$ cat src/rtl/swr_seq_pkg.sv
// Shared types and defaults for the software-reset sequencer (swr_seq).
// The optional completion timeout is enabled with SWR_SEQ_TIMEOUT_EN.
package swr_seq_pkg;

    // Width of the encoded sequencer state
    localparam int unsigned STATE_W = 3;

    // Width of the rstsoft pulse-length counter
    localparam int unsigned PCNT_W = 4;

    // Default parameter values for swr_seq
    localparam int unsigned PULSE_LEN_DEF = 4;
    localparam int unsigned TMO_W_DEF     = 10;
    localparam int unsigned TMO_MAX_DEF   = 1023;

    typedef enum logic [STATE_W-1:0] {
        IDLE    = 3'd0,
        ASSERT  = 3'd1,
        WAIT_LO = 3'd2,
        WAIT_HI = 3'd3,
        DONE    = 3'd4
    } swr_state_e;

endpackage

$ cat src/rtl/swr_seq_sync2.sv
// Generic 2-flop synchroniser, async active-low reset, resets to 0.
module swr_sync2 (
    input  logic clk_i,
    input  logic rst_ni,
    input  logic d_i,
    output logic q_o
);

    logic meta_q;
    logic sync_q;

    // Two-stage capture of an asynchronous level into the local clock domain
    always_ff @(posedge clk_i or negedge rst_ni) begin
        if (!rst_ni) begin
            meta_q <= 1'b0;
            sync_q <= 1'b0;
        end else begin
            meta_q <= d_i;
            sync_q <= meta_q;
        end
    end

    assign q_o = sync_q;

endmodule

$ cat src/rtl/swr_seq.sv
// Software-reset sequencer in the CSR clock domain.
// A host write of SWR=1 launches a PULSE_LEN-cycle rstsoft request, then the
// sequencer waits for hrstn and rrstn to be seen low and then both high again.
// Optional feature macro: SWR_SEQ_TIMEOUT_EN adds the completion timeout and
// the sticky swr_tmo flag; without it the WAIT states wait indefinitely.
//
// Handshake: swr_wr is a single-cycle strobe with no back-pressure; a write
// with swr_wdata=1 is accepted only while the sequencer is IDLE, every other
// write is dropped silently. swr_busy is the readback of an accepted request.
module swr_seq
    import swr_seq_pkg::*;
#(
    parameter int unsigned PULSE_LEN = PULSE_LEN_DEF
`ifdef SWR_SEQ_TIMEOUT_EN
    ,
    parameter int unsigned TMO_W     = TMO_W_DEF,
    parameter int unsigned TMO_MAX   = TMO_MAX_DEF
`endif
) (
    input  logic               clkcsr,
    input  logic               rstcsrn,
    input  logic               swr_wr,
    input  logic               swr_wdata,
    input  logic               hrstn,
    input  logic               rrstn,
    output logic               rstsoft,
    output logic               swr_busy,
    output logic               swr_done,
    output logic               swr_tmo,
    output logic [STATE_W-1:0] swr_state_dbg
);

    localparam logic [PCNT_W-1:0] PCNT_LOAD = PCNT_W'(PULSE_LEN - 1);

    swr_state_e        state_q, state_d;
    logic [PCNT_W-1:0] pcnt_q, pcnt_d;
    logic              hlo_q, hlo_d;
    logic              rlo_q, rlo_d;
    logic              hs;
    logic              rs;

`ifdef SWR_SEQ_TIMEOUT_EN
    localparam logic [TMO_W-1:0] TCNT_LAST = TMO_W'(TMO_MAX - 1);
    localparam logic [TMO_W-1:0] TCNT_SAT  = TMO_W'(TMO_MAX);

    logic [TMO_W-1:0] tcnt_q, tcnt_d;
    logic             tmo_q, tmo_d;
`endif

    swr_sync2 u_sync_h (
        .clk_i  (clkcsr),
        .rst_ni (rstcsrn),
        .d_i    (hrstn),
        .q_o    (hs)
    );

    swr_sync2 u_sync_r (
        .clk_i  (clkcsr),
        .rst_ni (rstcsrn),
        .d_i    (rrstn),
        .q_o    (rs)
    );

    // State, pulse counter, low-seen latches and timeout registers
    always_ff @(posedge clkcsr or negedge rstcsrn) begin
        if (!rstcsrn) begin
            state_q <= IDLE;
            pcnt_q  <= '0;
            hlo_q   <= 1'b0;
            rlo_q   <= 1'b0;
`ifdef SWR_SEQ_TIMEOUT_EN
            tcnt_q  <= '0;
            tmo_q   <= 1'b0;
`endif
        end else begin
            state_q <= state_d;
            pcnt_q  <= pcnt_d;
            hlo_q   <= hlo_d;
            rlo_q   <= rlo_d;
`ifdef SWR_SEQ_TIMEOUT_EN
            tcnt_q  <= tcnt_d;
            tmo_q   <= tmo_d;
`endif
        end
    end

    // Next-state logic; the timeout override is applied after the normal
    // transitions so that a same-cycle completion (DONE) takes priority
    always_comb begin
        state_d = state_q;
        pcnt_d  = pcnt_q;
        hlo_d   = hlo_q;
        rlo_d   = rlo_q;
`ifdef SWR_SEQ_TIMEOUT_EN
        tcnt_d  = tcnt_q;
        tmo_d   = tmo_q;
`endif
        case (state_q)
            IDLE: begin
                if (swr_wr && swr_wdata) begin
                    state_d = ASSERT;
                    pcnt_d  = PCNT_LOAD;
`ifdef SWR_SEQ_TIMEOUT_EN
                    tmo_d   = 1'b0;
`endif
                end
            end
            ASSERT: begin
                if (pcnt_q == '0) begin
                    state_d = WAIT_LO;
                    hlo_d   = 1'b0;
                    rlo_d   = 1'b0;
`ifdef SWR_SEQ_TIMEOUT_EN
                    tcnt_d  = '0;
`endif
                end else begin
                    pcnt_d = pcnt_q - 1'b1;
                end
            end
            WAIT_LO: begin
                // Each domain's low is remembered on its own; they need not overlap
                hlo_d = hlo_q | ~hs;
                rlo_d = rlo_q | ~rs;
                if (hlo_d && rlo_d) begin
                    state_d = WAIT_HI;
                end
            end
            WAIT_HI: begin
                if (hs && rs) begin
                    state_d = DONE;
                end
            end
            DONE: begin
                state_d = IDLE;
            end
            default: begin
                state_d = IDLE;
            end
        endcase
`ifdef SWR_SEQ_TIMEOUT_EN
        if (state_q == WAIT_LO || state_q == WAIT_HI) begin
            if (tcnt_q != TCNT_SAT) begin
                tcnt_d = tcnt_q + 1'b1;
            end
            // This is the TMO_MAX-th wait cycle: give up unless completing now
            if (tcnt_q == TCNT_LAST && state_d != DONE) begin
                state_d = IDLE;
                tmo_d   = 1'b1;
            end
        end
`endif
    end

    assign rstsoft       = (state_q == ASSERT);
    assign swr_busy      = (state_q != IDLE);
    assign swr_done      = (state_q == DONE);
    assign swr_state_dbg = state_q;
`ifdef SWR_SEQ_TIMEOUT_EN
    assign swr_tmo       = tmo_q;
`else
    assign swr_tmo       = 1'b0;
`endif

endmodule

$ cat config.mk
export PLATFORM = sky130hd
export DESIGN_NAME = swr_seq
export DESIGN_NICKNAME = d
export VERILOG_FILES = /design/src/rtl/swr_seq_pkg.sv /design/src/rtl/swr_seq_sync2.sv /design/src/rtl/swr_seq.sv
export SDC_FILE = /design/constraint.sdc
export NUM_CORES = 1
export LEC_CHECK = 0
export ABC_AREA = 1
export BUFFER_PORTS_ARGS = -buffer_cell sky130_fd_sc_hd__buf_4
export CAP_MARGIN = 25
export CORE_UTILIZATION = 51
export CTS_CLUSTER_SIZE = 8
export DETAILED_ROUTE_END_ITERATION = 10
export PLACE_DENSITY = 0.8
export SKIP_CTS_REPAIR_TIMING = 1
export SLEW_MARGIN = 25
export SYNTH_ARGS = -nofsm -noshare
export SYNTH_HDL_FRONTEND = slang
export SYNTH_SLANG_ARGS = --single-unit
$ cat constraint.sdc
create_clock -name clkcsr -period 1.4 [get_ports clkcsr]
set_input_delay 0.07 -clock clkcsr [delete_from_list [all_inputs] [get_ports clkcsr]]
set_output_delay 0.07 -clock clkcsr [all_outputs]
set_load 0.03 [all_outputs]
# After elaboration in Yosys (flattened, before gate mapping)
# Cells that the tools add are included.
dict set report word_totals {
  reg_bits 13
  in_bits 6
}
dict set report classes {
  addsub 1
  n_eq_ne 9
  muxes 11
  n_bitwise 4
  reduce_logical 11
}
# cell count
set op_table {}
lappend op_table {{$mux W3} 4}
lappend op_table {{$pmux W3 S4} 1}
lappend op_table {{$mux W4} 2}
lappend op_table {{$ne A2 B2 Y1 const B} 4}
lappend op_table {{$pmux W4 S2} 1}
lappend op_table {{$eq A3 B2 Y1 const B} 2}
lappend op_table {{$logic_not A4 Y1} 1}
lappend op_table {{$pmux W1 S2} 2}
lappend op_table {{$reduce_and A4 Y1} 1}
lappend op_table {{$reduce_bool A2 Y1} 2}
lappend op_table {{$sub A4 B1 Y4 const B} 1}
lappend op_table {{$eq A3 B1 Y1 const B} 1}
lappend op_table {{$eq A3 B3 Y1 const B} 1}
lappend op_table {{$logic_and A1 B1 Y1} 3}
lappend op_table {{$logic_not A3 Y1} 1}
lappend op_table {{$reduce_and A3 Y1} 1}
lappend op_table {{$reduce_bool A3 Y1} 1}
lappend op_table {{$ne A2 B1 Y1 const B} 1}
lappend op_table {{$not A1 Y1} 2}
lappend op_table {{$or A1 B1 Y1} 2}
lappend op_table {{$reduce_and A2 Y1} 1}
lappend op_table {{$mux W1} 1}

# Logic depth before layout (Yosys ltp)
dict set report logic_depth {
  depth_word 5
  mapped_depth 8
}

# Hierarchy
# A second synthesis with hierarchy kept.
dict set report hier_totals {
  cells_unflattened 93
  area_unflattened_um2 695.7
}
# module instances cells_per_inst area_each_um2 seq_area_each_um2
set by_module_without_submodules {}
lappend by_module_without_submodules {swr_seq 1 89 595.6 225.2}
lappend by_module_without_submodules {swr_sync2 2 2 50.0 50.0}

# Least setup slack after synthesis
# OpenSTA, ideal clock, no wires.
dict set report synth_timing {
  path_kind {reg-to-output}
  start {register state_q[2] (netlist: swr_state_dbg[2])}
  end {output port swr_done}
  arrival_ns 1.339
  required_time_ns 1.330
  setup_slack_ns -0.009
  path_stages_with_launch 3
  cell_sequence {dfrtp_1 > inv_2 > nor3_1}
}
dict set report synth_via {
  elab_chain_len 1
}
# element line
set synth_rtl {}
lappend synth_rtl {{from (decl)} swr_seq.sv:35} ;# swr_state_e state_q, state_d;
lappend synth_rtl {{from (signal assigned)} swr_seq.sv:76} ;# state_q <= state_d;
lappend synth_rtl {{$eq A3 B3 Y1} swr_seq.sv:156} ;# assign swr_done = (state_q == DONE);
lappend synth_rtl {{to (decl)} swr_seq.sv:28} ;# output logic swr_done,
# Every way passes these cells.

# Worst setup path in the final report
dict set report layout_timing {
  start {register state_q[2] (netlist: swr_state_dbg[2])}
  end {output port rstsoft}
}
dict set report layout_via {
  elab_chain_len 1
}
# element line
set layout_rtl {}
lappend layout_rtl {{$eq A3 B1 Y1} swr_seq.sv:154} ;# assign rstsoft = (state_q == ASSERT);
lappend layout_rtl {{to (decl)} swr_seq.sv:26} ;# output logic rstsoft,
# Every way passes these cells.

==> impl_metrics.yaml <==
clock_network:
  cts_sinks: 13
  cts_root_buf: "clkbuf_4"
  htree_levels: 1
  clk_path_buf_depth: 2
  clk_pin_slew_worst_paths_ns: 0.08
  insertion_delay_ns: 0.28
  cts_tree: "yes"
  cts_inserted_buffers: 3
timing:
  fmaxAchievable_mhz: 754
  slew_violations: 0
  period_needed_ns: 1.33
  grt_setup_unrepaired: "true"
  finalClockSkew_ns: 0.00495
  setup_viol: 0
  timing.final.ws_setup_ns: 0.0733
  hold_viol_final: 0
  finalCritPeriodShare: 0.948
global_route:
  grt_start_max_net_pins: 14
  antenna_found_initial: 0
  grt_pass1_wl_um: 2080
  grt_pass1_vias: 520
  grt_overflow: 0
  track_usage: 0.218
power_and_ir_drop:
  p_leak_nw: 0.459
  p_clk_frac: 0.121
  p_per_area_mw_per_mm2: 2250
  p_sw_mw: 0.930
  seqPwrFrac: 0.323
  ir_worst_vdd_uv: 1200
  power.internal_mw: 0.975
  pwr-share-comb: 0.556
  p_sw_frac: 0.488
route:
  drt_iter0_markers: 5
  firstDrtPassIters: 4
  drc_errors: 0
  routedWlPerCell_um: 11.0
  vias: 573
  via_per_inst: 4.90
  totalWireLength_um: 1280
  ant_nets: 0
setup_path:
  worst_ep_required_time_ns: 1.33
  critPathTopFamily: "flip-flops"
  crit_path_end_kind: "output pin"
  timing_worst_setup_path_type: "flip-flop to output pin"
  cp_max_fo: 7
  crit_path_top_delay_cell: "dfrtp_2"
  critPathBufInv: 2
  max_stage_delay_ns: 0.46
  cp-start-kind: "flip-flop"
  crit_arrival_ns: 1.26
  path_cells: "inv_2, nand2_2, nor2_4, buf_4"
place:
  post-place-ws_ns: 0.0862
  dp_hpwl_um: 1010
  portBuffers: 11
  globalplace.congestion: 0.788
layout:
  drive_gt1_frac: 0.311
  antennaDiodeCount: 0
  final_core_util: 0.715
  synthToLayoutAreaGrowth_pct: 23.0
  nets: 112
floorplanning:
  dieArea_mm2: 0.00150
  fp.dieH_um: 38.8
  start_util: 0.581
  ioPinCount: 13
  rows: 12
  core_area_mm2: 0.00119
  fp.dieW_um: 38.8
yosys:
  syn_avg_cell_area_um2: 8.02
  yosysWarnings: 0
  netlist_area_um2: 689
  ys_seq_area_frac: 0.472
  synth_seq_cells: 13
  syn-num-nets: 94
  synth_cell_types: 21
  synth_cells: 86
job:
  max-cap-violations: 0
outcome:
  status: "completed"
worst_hold_path:
  hold_class: "input port to async pin"
-- flip-flops by register name, summed over array words and instances (netlist names) --
register         flops
u_sync_r.meta_q      1
u_sync_r.q_o         1
u_sync_h.meta_q      1
pcnt_q               4
u_sync_h.q_o         1
hlo_q                1
rlo_q                1
swr_state_dbg        3
-- cells in the mapped netlist --
cell type	count	area share
conb_1	1	0.0054
or2_2	1	0.0091
inv_1	8	0.044
nand2_2	5	0.045
nor2_1	9	0.049
nor3_1	1	0.0073
inv_2	2	0.011
o21ai_1	2	0.015
nor3b_1	1	0.011
dfrtp_1	13	0.47
nand2_4	1	0.016
nor2_4	1	0.016
o21bai_1	1	0.011
nand3_2	2	0.029
nand2_1	25	0.14
nand3_1	3	0.022
nor2_2	2	0.018
buf_4	1	0.011
ha_1	2	0.036
o21ai_0	3	0.022
a21oi_1	2	0.015
-- worst reg2reg max path: cells and delay by family (launching register included) --
| family | cells | cell delay [ns] |
|---|---|---|
| compound gates | 1 | 0.06 |
| fa+ha+maj | 1 | 0.21 |
| buf+inv | 2 | 0.16 |
| flops | 1 | 0.37 |
| simple gates | 4 | 0.39 |
-- cells by family (layout without fill, tap and decap cells) --
family / after synthesis / in the layout / share of synthesized area
AO/OA/AOI/OAI: 8 / 8 / 0.0617
flip-flops: 13 / 13 / 0.472
adder cells (fa/ha/maj): 2 / 2 / 0.0363
other: 1 / 1 / 0.00544
buffers and inverters: 11 / 28 / 0.0653
AND/OR/NAND/NOR: 51 / 51 / 0.359
-- per-layer routing --
layer	part of all wire	routed length, µm	global-route usage
met1	0.41	521	0.240
met2	0.54	696	0.400
met4	0.016	21	0.103
met3	0.034	44	0.0347
met5	0	0	0
-- power groups by stage --
stage | clock network [mW] | logic (mW) | registers (mW)
floorplan | 0 | 0.720 | 0.665
global placement | 0 | 1.01 | 0.618
detailed placement | 0 | 1.05 | 0.623
CTS | 0.234 | 1.05 | 0.614
global route | 0.248 | 1.19 | 0.639
finish | 0.230 | 1.06 | 0.616
-- per-stage QoR --
step	cells	hold slack [ns]	power, mW	cell area, µm²	setup TNS [ns]
after detailed placement	110	-0.0810	1.67	787	0
after global placement	110	-0.0787	1.63	787	0
final	117	0.160	1.91	848	0
after CTS	114	-0.384	1.90	815	0
after floorplan	86	-0.226	1.38	694	-0.00415
after global routing	117	0.174	2.07	848	-0.00203
-- placed cells by master, fill, tap and decap left out, types with 2 or more instances in the layout --
cell type	n
clkbuf_4	3
nor2_2	2
ha_1	2
nand2_1	24
o21ai_1	2
nand2_2	6
dfrtp_1	12
nor2_1	9
a21oi_1	2
buf_4	11
inv_1	8
nand3_2	2
nand3_1	3
dlygate4sd3_1	3
o21ai_0	3
inv_2	2
-- worst paths after layout --
check                      depth (start not counted)              from               end  slack [ns]
setup reg to reg                                   8         pcnt_q[0]         pcnt_q[2]        0.12
hold reg to reg                                    0   u_sync_h.meta_q      u_sync_h.q_o        0.36
setup / recovery                                   4  swr_state_dbg[2]           rstsoft        0.07
hold / removal                                     2           rstcsrn             rlo_q        0.16
min in group clkcsr                                5         swr_wdata  swr_state_dbg[2]        0.25
max in group asynchronous                          2           rstcsrn  swr_state_dbg[2]        1.07
-- final cells by class --
class                           count  area [µm²]
Tap cell                           14        17.5
Fill cell                         100         338
Inverter                           10        37.5
Clock inverter                      1        5.00
Sequential cell                    13         327
Timing Repair Buffer               14         113
Multi-Input combinational cell     62         327
Clock buffer                        3        22.5
(Power assumes the default switching activity.)
